## src/rtl/sad_search_sequencer_pkg.sv

```systemverilog
`default_nettype none
// ============================================================================
// Module  : vbsme_pkg
// Purpose : Shared types and constants for the SAD full-search sequencer.
//           - state_t       : sequencer FSM encoding (S_IDLE/S_RUN/S_DRAIN/S_DONE)
//           - SAD_MAX       : all-ones SAD; slice to the SAD width in use
//           - num_positions : number of candidate block positions in a frame
// Revision: 1.0 - initial release
// ============================================================================
package vbsme_pkg;

  typedef enum logic [1:0] {
    S_IDLE  = 2'd0,
    S_RUN   = 2'd1,
    S_DRAIN = 2'd2,
    S_DONE  = 2'd3
  } state_t;

  localparam int SAD_MAX_W = 64;
  localparam logic [SAD_MAX_W-1:0] SAD_MAX = {SAD_MAX_W{1'b1}};

  // Candidate positions: cols 0..fw-blk and rows 0..fh-blk.
  function automatic int num_positions(input int fw, input int fh, input int blk);
    return (fw - blk + 1) * (fh - blk + 1);
  endfunction

endpackage
`default_nettype wire

```

## src/rtl/sad_search_sequencer_if.sv

```systemverilog
`default_nettype none
// ============================================================================
// Module  : sad_search_sequencer_if
// Purpose : Control, issue and result bundle of the SAD search sequencer.
//   Start       host -> seq   begin a search (sampled only while idle)
//   IssueReady  pipe -> seq   pipeline accepts an index this cycle
//   IssueValid  seq  -> pipe  IssueIndex valid
//   IssueIndex  seq  -> pipe  candidate index = row*FRAME_W + col
//   ResultValid pipe -> seq   one in-order SAD result returns
//   ResultSAD   pipe -> seq   SAD of the oldest outstanding index
//   Busy/Done/BestSAD/BestIndex/EvalCount/ProtoErr  seq -> host status
// Modports: master (host/pipeline side), slave (sequencer side).
// Revision: 1.0 - initial release
// ============================================================================
interface sad_search_sequencer_if #(
  parameter int IDX_W = 32,
  parameter int SAD_W = 32
);
  logic             Start;
  logic             IssueReady;
  logic             IssueValid;
  logic [IDX_W-1:0] IssueIndex;
  logic             ResultValid;
  logic [SAD_W-1:0] ResultSAD;
  logic             Busy;
  logic             Done;
  logic [SAD_W-1:0] BestSAD;
  logic [IDX_W-1:0] BestIndex;
  logic [IDX_W-1:0] EvalCount;
  logic             ProtoErr;

  modport master (
    output Start, IssueReady, ResultValid, ResultSAD,
    input  IssueValid, IssueIndex, Busy, Done, BestSAD, BestIndex, EvalCount, ProtoErr
  );

  modport slave (
    input  Start, IssueReady, ResultValid, ResultSAD,
    output IssueValid, IssueIndex, Busy, Done, BestSAD, BestIndex, EvalCount, ProtoErr
  );
endinterface
`default_nettype wire

```

## src/rtl/sad_search_sequencer_index_fifo.sv

```systemverilog
`default_nettype none
// ============================================================================
// Module  : sad_index_fifo
// Purpose : Small FIFO of issued candidate indices so each returning SAD can
//           be paired with the index that produced it. Push and pop may occur
//           in the same cycle (including when full, as the pop frees a slot).
// Ports   : Clk, Reset (async, active-high)
//           push_i/push_data_i : store an issued index
//           pop_i              : retire the oldest entry
//           head_o             : oldest entry;  count_o : entries held
// Revision: 1.0 - initial release
// ============================================================================
module sad_index_fifo
  import vbsme_pkg::*;
#(
  parameter int DEPTH = 4,
  parameter int WIDTH = 32,
  parameter int CNT_W = 3
) (
  input  wire logic             Clk,
  input  wire logic             Reset,
  input  wire logic             push_i,
  input  wire logic [WIDTH-1:0] push_data_i,
  input  wire logic             pop_i,
  output logic      [WIDTH-1:0] head_o,
  output logic      [CNT_W-1:0] count_o
);
  localparam int PTR_W = (DEPTH > 1) ? $clog2(DEPTH) : 1;

  logic [WIDTH-1:0] mem_q [DEPTH];
  logic [PTR_W-1:0] wr_q;
  logic [PTR_W-1:0] rd_q;
  logic [CNT_W-1:0] cnt_q;

  // Pointers wrap explicitly so DEPTH need not be a power of two.
  function automatic logic [PTR_W-1:0] ptr_inc(input logic [PTR_W-1:0] p);
    return (p == PTR_W'(DEPTH - 1)) ? '0 : p + 1'b1;
  endfunction

  always_ff @(posedge Clk or posedge Reset) begin
    if (Reset) begin
      wr_q  <= '0;
      rd_q  <= '0;
      cnt_q <= '0;
    end else begin
      if (push_i) wr_q <= ptr_inc(wr_q);
      if (pop_i)  rd_q <= ptr_inc(rd_q);
      case ({push_i, pop_i})
        2'b10:   cnt_q <= cnt_q + 1'b1;
        2'b01:   cnt_q <= cnt_q - 1'b1;
        default: cnt_q <= cnt_q;
      endcase
    end
  end

  // Storage needs no reset: entries are only read while count is non-zero.
  always_ff @(posedge Clk) begin
    if (push_i) mem_q[wr_q] <= push_data_i;
  end

  assign head_o  = mem_q[rd_q];
  assign count_o = cnt_q;

endmodule
`default_nettype wire

```

## src/rtl/sad_search_sequencer.sv

```systemverilog
`default_nettype none
// ============================================================================
// Module  : sad_search_sequencer
// Purpose : Sequences a full-search motion-estimation pass: issues every
//           candidate index to the SAD pipeline, consumes the in-order SAD
//           results, tracks the minimum SAD and its index, and signals Done.
// Ports   : Clk   - clock, rising edge
//           Reset - asynchronous, active-high
//           bus   - sad_search_sequencer_if.slave (start/issue/result/status)
// Config  : EARLY_EXIT_EN - when defined, an accepted zero SAD stops further
//           issues and the search drains and completes early.
// Revision: 1.0 - initial release
// ============================================================================
module sad_search_sequencer
  import vbsme_pkg::*;
#(
  parameter int FRAME_W = 64,
  parameter int FRAME_H = 64,
  parameter int BLK     = 4,
  parameter int SAD_W   = 32,
  parameter int IDX_W   = 32,
  parameter int MAX_OUT = 4
) (
  input wire logic              Clk,
  input wire logic              Reset,
  sad_search_sequencer_if.slave bus
);
  localparam int CNT_W = $clog2(MAX_OUT + 1);
  localparam int NPOS  = num_positions(FRAME_W, FRAME_H, BLK);
  localparam logic [IDX_W-1:0] COL_LAST = IDX_W'(FRAME_W - BLK);
  localparam logic [IDX_W-1:0] ROW_LAST = IDX_W'(FRAME_H - BLK);
  localparam logic [IDX_W-1:0] STRIDE   = IDX_W'(FRAME_W);
  localparam logic [SAD_W-1:0] SAD_INIT = SAD_MAX[SAD_W-1:0];

  if ($clog2(NPOS) > IDX_W) begin : g_idx_w_check
    $error("IDX_W too narrow for the number of candidate positions");
  end

  state_t           state_q, state_d;
  logic [IDX_W-1:0] col_q, col_d;
  logic [IDX_W-1:0] row_q, row_d;
  logic [IDX_W-1:0] eval_q, eval_d;
  logic [IDX_W-1:0] best_idx_q, best_idx_d;
  logic [SAD_W-1:0] best_sad_q, best_sad_d;
  logic             proto_q, proto_d;

  logic [CNT_W-1:0] outstanding;
  logic [IDX_W-1:0] head_idx;
  logic [IDX_W-1:0] cur_idx;
  logic             have_out;
  logic             accept;
  logic             early_hit;
  logic             issue_valid;
  logic             issue;
  logic             last_pos;

  assign cur_idx  = row_q * STRIDE + col_q;
  assign have_out = (outstanding != '0);
  assign accept   = bus.ResultValid && have_out;
  assign last_pos = (col_q == COL_LAST) && (row_q == ROW_LAST);

`ifdef EARLY_EXIT_EN
  assign early_hit = accept && (bus.ResultSAD == '0);
`else
  assign early_hit = 1'b0;
`endif

  // A result returning this cycle frees a slot, so a full window may still
  // issue. A zero-SAD hit blocks the issue in the very cycle it is seen.
  assign issue_valid = (state_q == S_RUN) && !early_hit &&
                       ((outstanding < CNT_W'(MAX_OUT)) || bus.ResultValid);
  assign issue       = issue_valid && bus.IssueReady;

  sad_index_fifo #(
    .DEPTH (MAX_OUT),
    .WIDTH (IDX_W),
    .CNT_W (CNT_W)
  ) u_index_fifo (
    .Clk         (Clk),
    .Reset       (Reset),
    .push_i      (issue),
    .push_data_i (cur_idx),
    .pop_i       (accept),
    .head_o      (head_idx),
    .count_o     (outstanding)
  );

  always_ff @(posedge Clk or posedge Reset) begin
    if (Reset) begin
      state_q    <= S_IDLE;
      col_q      <= '0;
      row_q      <= '0;
      eval_q     <= '0;
      best_idx_q <= '0;
      best_sad_q <= SAD_INIT;
      proto_q    <= 1'b0;
    end else begin
      state_q    <= state_d;
      col_q      <= col_d;
      row_q      <= row_d;
      eval_q     <= eval_d;
      best_idx_q <= best_idx_d;
      best_sad_q <= best_sad_d;
      proto_q    <= proto_d;
    end
  end

  always_comb begin
    state_d    = state_q;
    col_d      = col_q;
    row_d      = row_q;
    eval_d     = eval_q;
    best_idx_d = best_idx_q;
    best_sad_d = best_sad_q;
    proto_d    = proto_q;

    // Strict less-than: on a tie the earlier (already stored) index wins.
    if (accept) begin
      eval_d = eval_q + 1'b1;
      if (bus.ResultSAD < best_sad_q) begin
        best_sad_d = bus.ResultSAD;
        best_idx_d = head_idx;
      end
    end
    if (bus.ResultValid && !have_out) proto_d = 1'b1;

    case (state_q)
      S_IDLE: begin
        if (bus.Start) begin
          state_d    = S_RUN;
          col_d      = '0;
          row_d      = '0;
          eval_d     = '0;
          best_idx_d = '0;
          best_sad_d = SAD_INIT;
        end
      end
      S_RUN: begin
        // The last position does not advance, so IssueIndex stays in range.
        if (issue) begin
          if (last_pos) begin
            state_d = S_DRAIN;
          end else if (col_q == COL_LAST) begin
            col_d = '0;
            row_d = row_q + 1'b1;
          end else begin
            col_d = col_q + 1'b1;
          end
        end
        if (early_hit) state_d = S_DRAIN;
      end
      S_DRAIN: begin
        if (!have_out || (outstanding == CNT_W'(1) && accept)) state_d = S_DONE;
      end
      S_DONE:  state_d = S_IDLE;
      default: state_d = S_IDLE;
    endcase
  end

  assign bus.IssueValid = issue_valid;
  assign bus.IssueIndex = cur_idx;
  assign bus.Busy       = (state_q != S_IDLE);
  assign bus.Done       = (state_q == S_DONE);
  assign bus.BestSAD    = best_sad_q;
  assign bus.BestIndex  = best_idx_q;
  assign bus.EvalCount  = eval_q;
  assign bus.ProtoErr   = proto_q;

endmodule
`default_nettype wire

```

## src/flat_wrapper.sv

```systemverilog
// flat-port wrapper written by rule: the top's interface ports become plain ports
module sad_search_sequencer_flat import vbsme_pkg::*;
#(
  parameter int FRAME_W = 64,
  parameter int FRAME_H = 64,
  parameter int BLK     = 4,
  parameter int SAD_W   = 32,
  parameter int IDX_W   = 32,
  parameter int MAX_OUT = 4
)
  (Clk, Reset, bus_Start, bus_IssueReady, bus_ResultValid, bus_ResultSAD, bus_IssueValid, bus_IssueIndex, bus_Busy, bus_Done, bus_BestSAD, bus_BestIndex, bus_EvalCount, bus_ProtoErr);
  sad_search_sequencer_if #(.IDX_W(IDX_W), .SAD_W(SAD_W)) bus_i ();
  input wire logic Clk;
  input wire logic Reset;
  input wire logic [$bits(bus_i.Start)-1:0] bus_Start;
  input wire logic [$bits(bus_i.IssueReady)-1:0] bus_IssueReady;
  input wire logic [$bits(bus_i.ResultValid)-1:0] bus_ResultValid;
  input wire logic [$bits(bus_i.ResultSAD)-1:0] bus_ResultSAD;
  output wire logic [$bits(bus_i.IssueValid)-1:0] bus_IssueValid;
  output wire logic [$bits(bus_i.IssueIndex)-1:0] bus_IssueIndex;
  output wire logic [$bits(bus_i.Busy)-1:0] bus_Busy;
  output wire logic [$bits(bus_i.Done)-1:0] bus_Done;
  output wire logic [$bits(bus_i.BestSAD)-1:0] bus_BestSAD;
  output wire logic [$bits(bus_i.BestIndex)-1:0] bus_BestIndex;
  output wire logic [$bits(bus_i.EvalCount)-1:0] bus_EvalCount;
  output wire logic [$bits(bus_i.ProtoErr)-1:0] bus_ProtoErr;
  assign bus_i.Start = bus_Start;
  assign bus_i.IssueReady = bus_IssueReady;
  assign bus_i.ResultValid = bus_ResultValid;
  assign bus_i.ResultSAD = bus_ResultSAD;
  assign bus_IssueValid = bus_i.IssueValid;
  assign bus_IssueIndex = bus_i.IssueIndex;
  assign bus_Busy = bus_i.Busy;
  assign bus_Done = bus_i.Done;
  assign bus_BestSAD = bus_i.BestSAD;
  assign bus_BestIndex = bus_i.BestIndex;
  assign bus_EvalCount = bus_i.EvalCount;
  assign bus_ProtoErr = bus_i.ProtoErr;
  sad_search_sequencer #(.FRAME_W(FRAME_W), .FRAME_H(FRAME_H), .BLK(BLK), .SAD_W(SAD_W), .IDX_W(IDX_W), .MAX_OUT(MAX_OUT)) u_core (.Clk(Clk), .Reset(Reset), .bus(bus_i));
endmodule
```

## config.mk

```make
export PLATFORM = sky130hd
export DESIGN_NAME = sad_search_sequencer_flat
export DESIGN_NICKNAME = d
export VERILOG_FILES = /design/src/rtl/sad_search_sequencer_pkg.sv /design/src/rtl/sad_search_sequencer_if.sv /design/src/rtl/sad_search_sequencer_index_fifo.sv /design/src/rtl/sad_search_sequencer.sv /design/src/flat_wrapper.sv
export SDC_FILE = /design/constraint.sdc
export NUM_CORES = 1
export LEC_CHECK = 0
export CORE_MARGIN = 2
export CORE_UTILIZATION = 51
export DETAILED_ROUTE_END_ITERATION = 10
export PLACE_DENSITY = 0.74
export SYNTH_ARGS = -nofsm -noshare
export SYNTH_HDL_FRONTEND = slang
export SYNTH_SLANG_ARGS = --single-unit
```

## constraint.sdc

```tcl
create_clock -name Clk -period 5.4 [get_ports Clk]
set_clock_uncertainty 0.15 [all_clocks]
set_input_delay 0.81 -clock Clk [delete_from_list [all_inputs] [get_ports Clk]]
set_output_delay 0.81 -clock Clk [all_outputs]
set_load 0.005 [all_outputs]
```

* Word-level counts from Yosys, hierarchy flattened
Memories as Yosys holds them, arrays and structs flattened.
Index checks and enable logic that the tools add are counted.
W data, S select, Z words.
** Word-level totals
- Register bits :: 170
- Bits in latches :: 0
- Bits in writable memories :: 128
- Bits in read-only memories :: 0
- Output and inout bits :: 132
- Logic and storage cells :: 84
- Memories kept :: 1
** Memories
- u_core.u_index_fifo.mem_q :: depth 4, width 32, rd ports 1, clocked after memory_dff 0, wr ports 1, RTL line sad_search_sequencer_index_fifo.sv:30 : logic [WIDTH-1:0] mem_q [DEPTH];
** Operators by class
- $add $sub $neg :: 8
- $mul :: 0
- Div/mod/pow operators :: 0
- Order comparisons :: 2
- Eq/ne operators :: 16
- Shifts and indexed selects :: 0
- Mux-type cells :: 30
- Bitwise logic cells :: 0
- Reduce and logical (&&, ||, !) cells :: 17
** Operators with widths (number)
- $mux W32 :: 18
- $pmux W32 S2 :: 2
- $add A32 B1 Y32 const B :: 3
- $eq A32 B6 Y1 const B :: 2
- $add A32 B32 Y32 :: 1
- $lt A32 B32 Y1 :: 1
- $mux W2 :: 6
- $eq A2 B2 Y1 const B :: 5
- $ne A2 B2 Y1 const B :: 4
- $pmux W2 S4 :: 1
- $reduce_and A4 Y1 :: 2
- $logic_and A1 B1 Y1 :: 6
- $pmux W3 S2 :: 1
- $reduce_bool A2 Y1 :: 3
- $reduce_and A5 Y1 :: 1
- $add A2 B1 Y2 const B :: 2
- $eq A2 B1 Y1 const B :: 2
- $ne A2 B1 Y1 const B :: 2
- $add A3 B1 Y3 const B :: 1
- $eq A3 B1 Y1 const B :: 1
- $lt A3 B3 Y1 const B :: 1
- $reduce_bool A3 Y1 :: 1
- $sub A3 B1 Y3 const B :: 1
- $logic_not A2 Y1 :: 1
- other kinds (3) :: 5

* Depth between registers and ports, before layout
Gate-level depths: netlist (run 1).
- Word-level depth :: 6
- Gate-level depth with buffers :: 14

* Modules after synthesis
From an unflattened synthesis (run 1), not the netlist that was laid out.
** Second synthesis, totals
- Cell total of the unflattened synthesis :: 1250
- Area, all modules :: 14928.1 µm²
** By module, submodules not included
- sad_search_sequencer :: instances 1, cells an instance 1048, area an instance 9863.2 µm², sequential area each 4119.0 µm²
- sad_index_fifo :: instances 1, cells an instance 202, area an instance 5064.9 µm², sequential area each 4018.9 µm²

* Least setup slack after synthesis (run 1)
Ideal clock, no wire load.
- Path type :: reg2out
- Start point :: register u_core.col_q[6]
- End point :: output port bus_IssueIndex[28]
- Arrival time :: 2.720 ns
- Required time :: 4.440 ns
- Path slack :: 1.720 ns
- Cell stages (with the launch flop) :: 12
- Buffers on the path :: 0
- Cell sequence :: dfrtp_1 ha_1 inv_1 fa_1 nor2b_1 o31ai_1 a211oi_1 or3_1 a41o_1 a311o_1 a21oi_1 xnor2_1
** Between the ends
- Word-level cells in the longest chain between the ends :: 1
** RTL lines
- start, declared :: RTL line sad_search_sequencer.sv:40 : logic [IDX_W-1:0] col_q, col_d;
- start signal, assigned :: RTL line sad_search_sequencer.sv:99 : col_q <= col_d;
- $add A32 B32 Y32 :: RTL line sad_search_sequencer.sv:57 : assign cur_idx = row_q * STRIDE + col_q;
- end, declared :: RTL line flat_wrapper.sv:20 : output wire logic [$bits(bus_i.IssueIndex)-1:0] bus_IssueIndex;
Every way passes these cells.

* Worst setup path in the final report (run 1)
Same ends and word-level chain as after synthesis.

==> metrics.yaml, run 1 <==
yosys:
  synth_enable_flop_cells: 128
  seq_area_frac_synth_pct: 54.9
  synthDistinctLibCells: 68
  netlist.area_leader.share_pct: 26.0
  ys_async_sr_fraction_pct: 57.0
  synth.top_cells.by_count: "sky130_fd_sc_hd__dfrtp_1, sky130_fd_sc_hd__edfxtp_1, sky130_fd_sc_hd__nor2_1"
  yosys_warnings: 0
  synth_fp_nets: 1375
  synth.top_cells.by_area: "sky130_fd_sc_hd__edfxtp_1, sky130_fd_sc_hd__dfrtp_1, sky130_fd_sc_hd__ha_1"
  synth_cells: 1262
  syn_area_per_cell_um2: 11.7
  syn_area_mm2: 0.0148
  synth.ff_latch_count: 298
  synth_ff_type: "sky130_fd_sc_hd__dfrtp_1"
  synth_largest_area_cell: "sky130_fd_sc_hd__edfxtp_1"
  yosys.cell_count.top_type: "sky130_fd_sc_hd__dfrtp_1"
clock_network:
  cts_buffer_depth: 3
  htree_num_levels: 1
  clk_root_buffer_cell: "sky130_fd_sc_hd__clkbuf_16"
  clock_insertion_delay_worst_skew_ns: 0.57
  post_cts_setup_bufs: 0
  cts.sinks: 298
  cts.clk_slew.worst_paths_ns: 0.06
  num_cts_buffers: 31
  cts_tree: "yes"
placed_design:
  placement.setup.worst_slack_ns: 0.637
  place_hpwl_mm: 23.9
  gpl.final_weighted_congestion: 0.911
  dp.cells: 1780
  io_buffers: 168
pwr:
  vdd.ir_drop.worst_mv: 0.290
  leakage_nw: 7.81
  report.power.total_w: 0.00810
  powerDensity_mw_per_mm2: 449
routing:
  postRouteAntennaNets: 0
  detail_route.wirelength_mm: 34.5
  viasPerCell: 5.68
  drtPass1Iterations: 5
  remaining_drc_errors: 0
  iteration_0_drc_markers: 813
  wl_per_cell_um: 18.8
  total_via_count_in_the_routed_design: 10443
critical_path:
  r2r-end: "u_core.row_q[5]$_DFFE_PP0P_"
  critical-path-max-stage-delay_ns: 0.60
  required_ns: 4.44
  crit_arrival_ns: 4.22
  reg_to_reg_critical_path_startpoint: "u_core.col_q[1]$_DFFE_PP0P_"
  criticalPathCategory: "register to output pin"
  timing.critical_path.fanout_max: 7
  worst_setup_path_end_kind: "output pin"
  worst_path_max_delay_cell: "sky130_fd_sc_hd__clkdlybuf4s50_1"
  crit_path_cell_trace: "ha_1, inv_1, fa_1, nor2b_1, o31ai_2, a211oi_1, or3_1, a41o_1, a311o_1, a21oi_1, xnor2_1, clkdlybuf4s50_1"
  critPathLaunchType: "register"
  cp-startpoint: "u_core.col_q[6]$_DFFE_PP0P_"
  worstRegToRegCells: 11
  worst-r2r-setup-slack_ns: 1.76
min_path:
  holdCritPathClass: "register to register"
  number_of_cells_traversed_by_the_worst_hold_path: 1
  hp-start: "u_core.bus.ProtoErr$_DFFE_PP0P_"
  min_to: "u_core.bus.ProtoErr$_DFFE_PP0P_"
floorplan:
  die_h_um: 174
  floorplan.io_pins: 169
  design.die.area_mm2: 0.0304
  floorplan.die.width_um: 174
  core_mm2: 0.0286
  floorplan.initialDensity_pct: 51.7
  rows: 62
timing:
  setup_viol: 0
  final_critical_path_setup_slack_ns: 0.218
  finalWorstPathRequiredPeriod_ns: 5.18
  timing.final.max_slew_violations: 0
  hold_viol: 0
  timing.setup.tns_ns: 0
  post-route-period-util_pct: 96.0
  fmax_ghz: 0.193
  setup_repair_after_global_routing_missed_its_margin: "false"
  timing.max_slew.rel_slack_pct: 24.6
  max_slew.worst_pin.slew_ns: 1.12
layout:
  post_layout_nonfiller_instances: 1837
  area_growth_syn_to_layout_pct: 21.8
  diodes_inserted: 0
  final_layout_size_suffix_gt1_share_pct: 10.9
  nFillCells: 2172
  nNetsFinal: 1542
grt:
  congestion_overflow_gr: 0
  antenna_found_initial: 0
  track_usage_pct: 22.8
  grt_pass1_vias: 10110
  wire_length_of_the_first_global_routing_pass_mm: 55.4
  grt_max_degree: 140
run_status:
  status: "finished, final reports clean"
run:
  cap_violations: 0
per-layer routing:
layer  wire length (um)  vias to the layer above  GRT usage (%)
li1                   -                     4905              -
met1              15500                     5171           32.5
met2              16200                      306           36.3
met3               1990                       61           3.59
met4                801                        0           6.65
met5                  0                        -              0
critical path, delay by kind of cell, from the launching register on:
kind / cells / cell delay, ns
compound gates: 5 / 1.31
buf+inv: 2 / 0.67
simple gates: 2 / 0.51
flops: 1 / 0.47
fa+ha+maj: 2 / 0.46
xor+xnor: 1 / 0.25
cell families (layout without fill, tap and decap cells):
kind of cell	count (synthesis)	in the layout	share of synthesized area (%)
AND/OR/NAND/NOR	410	410	13.8
flip-flops	298	298	54.9
AO/OA/AOI/OAI	184	184	7.44
buffers and inverters	116	307	3.25
multiplexers	98	98	9.34
XOR/XNOR	80	80	4.73
adder cells (fa/ha/maj)	76	76	6.47
per-stage QoR:
step           utilization [%]  area [um^2]  hold slack [ns]
2_1_floorplan                -        14800            0.318
3_5_place_dp              59.0        16900            0.318
5_1_grt                   63.0        18000            0.375
3_3_place_gp              59.0        16900            0.311
6_report                  63.0        18000            0.331
4_1_cts                   63.0        18000            0.331
report_power, final:
group / switching, W / internal, W / total, W / leakage [nW]
sequential: 0.000270 / 0.00285 / 0.00312 / 3.37
clock: 0.000868 / 0.00149 / 0.00236 / 0.552
combinational: 0.00133 / 0.00130 / 0.00263 / 3.89
total: 0.00247 / 0.00564 / 0.00810 / 7.81
state kept, by name (all words and copies together) (netlist names):
| register | count |
|---|---|
| u_core.u_index_fifo.wr_q | 2 |
| u_core.u_index_fifo.count_o | 3 |
| u_core.bus.EvalCount | 32 |
| u_core.state_q | 2 |
| u_core.col_q | 32 |
| u_core.bus.BestIndex | 32 |
| u_core.u_index_fifo.mem_q | 128 |
| u_core.row_q | 32 |
| u_core.bus.BestSAD | 32 |
| u_core.u_index_fifo.rd_q | 2 |
| u_core.bus.ProtoErr | 1 |
final cells by class:
type | count | area, um^2 | share of cell area (%)
Clock buffer | 38 | 812 | 4.50
Clock inverter | 19 | 318 | 1.76
Inverter | 69 | 263 | 1.46
Multi-Input combinational cell | 848 | 6220 | 34.5
Sequential cell | 298 | 8140 | 45.1
Tap cell | 384 | 480 | 2.66
Timing Repair Buffer | 181 | 1800 | 10.0
worst max path at each step:
stage                                     to  slack, ns  depth (start not counted)
final                     bus_IssueIndex[28]       0.22                         12
after global routing      bus_IssueIndex[28]       0.02                         12
after CTS                 bus_IssueIndex[30]       0.03                         12
after detailed placement  bus_IssueIndex[30]       0.64                         12
after global placement    bus_IssueIndex[28]       0.79                         12
after floorplan           bus_IssueIndex[28]       1.72                         11
cells in the final DEF, fill, tap and decap left out, drive strengths merged, types with 5 or more instances in the layout:
cell             n
a211oi           7
a21o            19
a21oi           58
a31oi            5
and2            11
and3            29
and4             7
buf             13
bufinv           9
clkbuf          38
clkdlybuf4s50  168
clkinv           9
dfrtp          138
dfstp           32
edfxtp         128
ha              75
inv             69
mux2i           65
mux4            32
nand2           88
nand3           41
nand4           32
nor2           123
nor3            21
nor4            14
o21ai           65
o21bai           5
o31ai            5
or3             28
xnor2           39
xor2            41
what timing repair did:
item	4_1_cts	5_1_grt
gates resized for setup	0	4
hold buffers	0	0
setup endpoints to repair	0	6
No activity file was read; power rests on OpenSTA's default activity.
==> run 2: changes to the inputs <==
--- a/config.mk
+++ b/config.mk
@@ -8,6 +8,7 @@
 export CORE_MARGIN = 2
 export CORE_UTILIZATION = 51
 export DETAILED_ROUTE_END_ITERATION = 10
+export HOLD_SLACK_MARGIN = 0.05
 export PLACE_DENSITY = 0.74
 export SYNTH_ARGS = -nofsm -noshare
 export SYNTH_HDL_FRONTEND = slang
==> results of run 2 <==
Final layout, timing and power as in run 1 (identical DEF).
==> run 3: changes to the inputs <==
--- a/config.mk
+++ b/config.mk
@@ -6,8 +6,9 @@
 export NUM_CORES = 1
 export LEC_CHECK = 0
 export CORE_MARGIN = 2
-export CORE_UTILIZATION = 51
+export CORE_UTILIZATION = 58
 export DETAILED_ROUTE_END_ITERATION = 10
+export DONT_BUFFER_PORTS = 1
 export HOLD_SLACK_MARGIN = 0.05
 export PLACE_DENSITY = 0.74
 export SYNTH_ARGS = -nofsm -noshare
==> run 3 against run 2 <==
- worst hold slack lost 0.099 ns
- combinational power shrank 23%
- clock power shrank 6%
- final area shrank 10%
- sequential power grew 2%
- sequential share of layout area grew 5.2 points
- clock-buffer cell count shrank 6
- critical path depth shrank 3
- total power shrank 8.1%
- first-iteration DRC count shrank 14%
- worst setup slack gained 0.42 ns
- die area shrank 12%
- critical endpoint is now bus_IssueIndex[31]
- largest power group unchanged
==> metrics.yaml, run 3 (synthesis gave the netlist of run 1 again) <==
run_status:
  status: "finished, final reports clean"
timing:
  max_slew.worst_pin.slew_ns: 1.14
  whs_ns: 0.232
  fmax_ghz: 0.210
  timing.setup.tns_ns: 0
  setup_repair_after_global_routing_missed_its_margin: "false"
  post-route-period-util_pct: 88.2
  final_critical_path_setup_slack_ns: 0.638
  timing.max_slew.rel_slack_pct: 23.1
  hold_viol: 0
  setup_viol: 0
  finalWorstPathRequiredPeriod_ns: 4.76
  timing.final.max_slew_violations: 0
routing:
  total_via_count_in_the_routed_design: 9741
  postRouteAntennaNets: 0
  dr_wl_met2_mm: 15.6
  iteration_0_drc_markers: 702
  routed-wl-met3_mm: 2.55
  remaining_drc_errors: 0
  top_layer: "met4"
  met1_layer_wirelength_in_the_final_routing_mm: 13.8
  detail_route.wirelength_mm: 32.6
  viasPerCell: 6.05
  drtPass1Iterations: 5
  wl_per_cell_um: 20.3
pwr:
  leakage_nw: 7.13
  comb_power_share_pct: 27.2
  vdd.ir_drop.worst_mv: 0.321
  p_int_w: 0.00501
  powerDensity_mw_per_mm2: 460
  sequentialPowerShare_pct: 42.9
  p_sw_w: 0.00243
  share_clk_of_total_power_pct: 30.0
  netSwitchingFraction_pct: 32.7
min_path:
  holdCritPathClass: "input port to register"
layout:
  final_layout_size_suffix_gt1_share_pct: 12.3
  nNetsFinal: 1370
  area_growth_syn_to_layout_pct: 9.18
  largest-register: "u_core.u_index_fifo.mem_q"
  final_common_cell: "sky130_fd_sc_hd__dfrtp_1"
  commonest_cells_after_routing_fill_and_taps_aside: "sky130_fd_sc_hd__dfrtp_1, sky130_fd_sc_hd__edfxtp_1, sky130_fd_sc_hd__nor2_1"
  diodes_inserted: 0
  largest_register_ff_count: 128
run:
  cap_violations: 0
critical_path:
  criticalPathCategory: "register to output pin"
  critPathLaunchType: "register"
  timing.critical_path.fanout_max: 7
  worst_setup_path_end_kind: "output pin"
  required_ns: 4.44
  crit_arrival_ns: 3.80
floorplan:
  floorplan.die.width_um: 164
  rows: 58
  die_h_um: 164
  core_mm2: 0.0251
  design.die.area_mm2: 0.0268
  floorplan.io_pins: 169
  floorplan.initialDensity_pct: 59.0
grt:
  track_usage_pct: 24.3
  grt_max_degree: 171
  wire_length_of_the_first_global_routing_pass_mm: 51.3
  antenna_found_initial: 0
  grt_pass1_vias: 9474
  congestion_overflow_gr: 0
clock_network:
  num_cts_buffers: 30
  post_cts.resized_instances: 0
  post_cts_setup_bufs: 0
  cts-hold-fix-buffers: 0
  cts_tree: "yes"
  cts.clk_slew.worst_paths_ns: 0.06
  clock_insertion_delay_worst_skew_ns: 0.56
  cts.sinks: 298
  htree_num_levels: 1
  cts_buffer_depth: 3
  clk_root_buffer_cell: "sky130_fd_sc_hd__clkbuf_16"
placed_design:
  placement.setup.worst_slack_ns: 1.27
  gpl.final_weighted_congestion: 0.873
  place_hpwl_mm: 22.0
  io_buffers: 0
==> run 3: final timing paths <==
check | from | to | slack (ns) | depth (start not counted)
setup / recovery | u_core.col_q[14]$_DFFE_PP0P_ | bus_IssueIndex[31] | 0.64 | 9
hold / removal | bus_ResultSAD[29] | u_core.bus.BestSAD[29]$_DFF_PP1_ | 0.23 | 2
setup reg to reg | u_core.bus.BestSAD[31]$_DFF_PP1_ | u_core.bus.BestIndex[12]$_DFF_PP0_ | 1.58 | 11
hold reg to reg | u_core.u_index_fifo.count_o[1]$_DFFE_PP0P_ | u_core.u_index_fifo.count_o[1]$_DFFE_PP0P_ | 0.39 | 2
max in group asynchronous | Reset | u_core.u_index_fifo.rd_q[0]$_DFFE_PP0P_ | 4.18 | 2
min in group asynchronous | Reset | u_core.bus.EvalCount[31]$_DFF_PP0_ | 0.27 | 2
==> run 3: per-layer routing <==
layer / vias up / GRT usage, %
met5: - / 0
met4: 0 / 6.62
met3: 49 / 5.10
met2: 309 / 39.7
met1: 4828 / 33.4
li1: 4555 / -
==> run 3: per-stage QoR <==
| stage | power [W] | area [um^2] | std cells | util [%] |
|---|---|---|---|---|
| final | 0.00745 | 16200 | 1611 | 64.4 |
| after global routing | 0.00786 | 16200 | 1611 | 64.4 |
| after detailed placement | 0.00526 | 15100 | 1555 | 60.2 |
| after global placement | 0.00518 | 15100 | 1555 | 60.2 |
| after floorplan | 0.00470 | 14800 | 1262 | - |
| after CTS | 0.00751 | 16200 | 1611 | 64.4 |
==> run 3: worst max-delay path, stage by stage, from the launching register on <==
cell and delay (ns):
sky130_fd_sc_hd__dfrtp_1 0.46, sky130_fd_sc_hd__ha_1 0.38, sky130_fd_sc_hd__a211oi_1 0.35, sky130_fd_sc_hd__o21bai_1 0.16
sky130_fd_sc_hd__a31oi_1 0.24, sky130_fd_sc_hd__a31oi_1 0.18, sky130_fd_sc_hd__o21ai_0 0.27, sky130_fd_sc_hd__a311oi_1 0.26
sky130_fd_sc_hd__or4b_2 0.68, sky130_fd_sc_hd__and3_1 0.27
==> run 3: layout make-up <==
cell class | count | area (um^2)
Fill cell | 1926 | 8940
Sequential cell | 298 | 8140
Multi-Input combinational cell | 848 | 6200
Clock buffer | 32 | 779
Tap cell | 330 | 413
Clock inverter | 24 | 285
Inverter | 69 | 263
Timing Repair Buffer | 10 | 87.6
==> run 3: power groups by stage <==
| stage | clock (W) | combinational, W | sequential [W] |
|---|---|---|---|
| 2_1_floorplan | 0 | 0.00159 | 0.00311 |
| 3_3_place_gp | 0 | 0.00196 | 0.00322 |
| 3_5_place_dp | 0 | 0.00202 | 0.00324 |
| 4_1_cts | 0.00227 | 0.00204 | 0.00320 |
| 5_1_grt | 0.00236 | 0.00225 | 0.00325 |
| 6_report | 0.00223 | 0.00202 | 0.00319 |
==> edit (config.mk and constraints of run 1) <==
`SAD_W` is set to 32 in 3 places; all go to 64.
--- a/src/rtl/sad_search_sequencer_if.sv
+++ b/src/rtl/sad_search_sequencer_if.sv
@@ -16,3 +16,3 @@
   parameter int IDX_W = 32,
-  parameter int SAD_W = 32
+  parameter int SAD_W = 64
 );
--- a/src/rtl/sad_search_sequencer.sv
+++ b/src/rtl/sad_search_sequencer.sv
@@ -19,3 +19,3 @@
   parameter int BLK     = 4,
-  parameter int SAD_W   = 32,
+  parameter int SAD_W   = 64,
   parameter int IDX_W   = 32,
--- a/src/flat_wrapper.sv
+++ b/src/flat_wrapper.sv
@@ -6,3 +6,3 @@
   parameter int BLK     = 4,
-  parameter int SAD_W   = 32,
+  parameter int SAD_W   = 64,
   parameter int IDX_W   = 32,
Interface: changed (resized bus_BestSAD and bus_ResultSAD); port bits go from 169 to 233. No check against the original RTL was run, so the function may have changed too.
==> edit against run 1 <==
  * Area after synthesis increased by 16%
  * Worst setup slack gained 0.059 ns
  * Total power increased by 15%
  * Register-to-register slack got worse by 0.22 ns
  * Final cell count grew 21%
  * Wire length up 22%
  * Cell area is 17% higher
  * Sequential cell count is 32 higher
==> edit: results <==
export IMPL_gp_congestion=0.8377
export IMPL_synthMuxAreaShare_pct=9.840
export IMPL_synth_area_leaders="edfxtp_1 (22%), dfrtp_1 (20%), dfstp_2 (9.8%)"
export IMPL_powerComb_mw=3.33
export IMPL_cts_buffers_inserted=37
export IMPL_dr_pass1_iters=5
export IMPL_post_cts_buffers=0
export IMPL_grt_use_total_pct=23.78
export IMPL_synth_compound_area_share_pct=5.859
export IMPL_wl_met3_um=2657
export IMPL_dr_wl_met2_um=19870
export IMPL_cp_data_arrival_time_ns=4.16
export IMPL_clk_power_mw=2.50
export IMPL_async_flop_share_pct=61.21
export IMPL_holdCritPathClass="register to register"
export IMPL_synthFlopType="dfrtp_1"
export IMPL_leakagePower_nw=9.577
export IMPL_dr_first_iter_drc_count=849
export IMPL_grt_use_met2_pct=39.47
export IMPL_status="finished clean"
export IMPL_port_buffers=232
export IMPL_use_met3_pct=4.192
export IMPL_drive_gt1_share_pct=10.71
export IMPL_synth_fp_nets=1703
export IMPL_crit_fanout=6
export IMPL_placed_area_mm2=0.01990
export IMPL_use_met1_pct=32.32
export IMPL_clkSlewWorstSetupHoldPaths_ns=0.06
export IMPL_top_register="u_core.u_index_fifo.mem_q"
export IMPL_slowest_stage="clkdlybuf4s50_1"
export IMPL_dp_hpwl_um=29700
export IMPL_ff2ff_setup_slack_ns=1.54
export IMPL_grt_first_pass_wirelength_um=66920
export IMPL_antenna_found_initial=0
export IMPL_grt_max_degree=124
export IMPL_cts_buffer_depth=3
export IMPL_ys_types=65
export IMPL_antenna_cells=0
export IMPL_cts_resized=0
export IMPL_clk_latency_ns=0.51
export IMPL_peakVddDrop_v=0.0002679
export IMPL_yosys_area_share_adder_pct=7.904
export IMPL_drt_wirelength_per_cell_um=18.80
export IMPL_synth_seq_area_share_pct=52.23
export IMPL_cts_root_buf="clkbuf_16"
export IMPL_post_synth_xor_area_fraction_pct=5.298
export IMPL_switchingPower_mw=3.016
export IMPL_cts_htree_levels=2
export IMPL_dr_total_vias=12310
export IMPL_ys_top_cells_by_count="nor2_1 (240), dfrtp_1 (138), edfxtp_1 (128), nand2_1 (121), ha_1 (107)"
export IMPL_dr_max_layer_used="met4"
export IMPL_worst_slew_pin_slew_ns=0.9991
export IMPL_met1Wirelength_um=18370
export IMPL_nNetsFinal=1934
[edit: final cells by class]
cell class | count | area [um^2]
well taps | 448 | 560.5
multi-input cells | 1047 | 7527
flip-flops and latches | 330 | 8980
repair buffers | 250 | 2482
fillers | 2604 | 12270
clock inverters | 17 | 193.9
clock buffers | 48 | 1007
inverters | 91 | 345.3
[edit: final timing paths]
path | to | from | cells past startpoint
hold / removal | u_core.bus.ProtoErr | u_core.bus.ProtoErr | 1
max in group asynchronous | u_core.u_index_fifo.rd_q[0] | Reset | 3
hold reg to reg | u_core.bus.ProtoErr | u_core.bus.ProtoErr | 1
setup reg to reg | u_core.bus.BestSAD[31] | u_core.bus.BestSAD[13] | 12
min in group asynchronous | u_core.state_q[1] | Reset | 2
setup / recovery | bus_IssueIndex[30] | u_core.col_q[6] | 13
[edit: metrics by stage]
step           std cells  utilization (%)  total power [mW]  worst slack [ns]  hold WS [ns]
4_1_cts             2231            63.23             9.454            0.2673        0.3451
3_3_place_gp        2166            59.63             6.812            0.8867        0.3278
3_5_place_dp        2166            59.63             6.925            0.8420        0.3166
6_report            2231            63.23             9.358            0.2768        0.3472
2_1_floorplan       1526                -             5.602             1.796        0.3178
5_1_grt             2231            63.23             9.909           0.02895        0.3949
[edit: cell families (layout without fill, tap and decap cells)]
kind of cell,after synthesis,count (layout)
AOI/OAI and AO/OA,158,158
xor gates and xnor gates,104,104
adders and majority gates,108,108
buffers and inverters,149,406
DFF,330,330
muxes,129,129
and+or+nand+nor,548,548
[edit: worst max-delay path, delay by kind of cell (launching register included)]
kind	cells	cell delay [ns]
compound gates	6	1.26
xor+xnor	1	0.29
fa+ha+maj	2	0.60
buf+inv	2	0.65
flops	1	0.45
simple gates	2	0.40
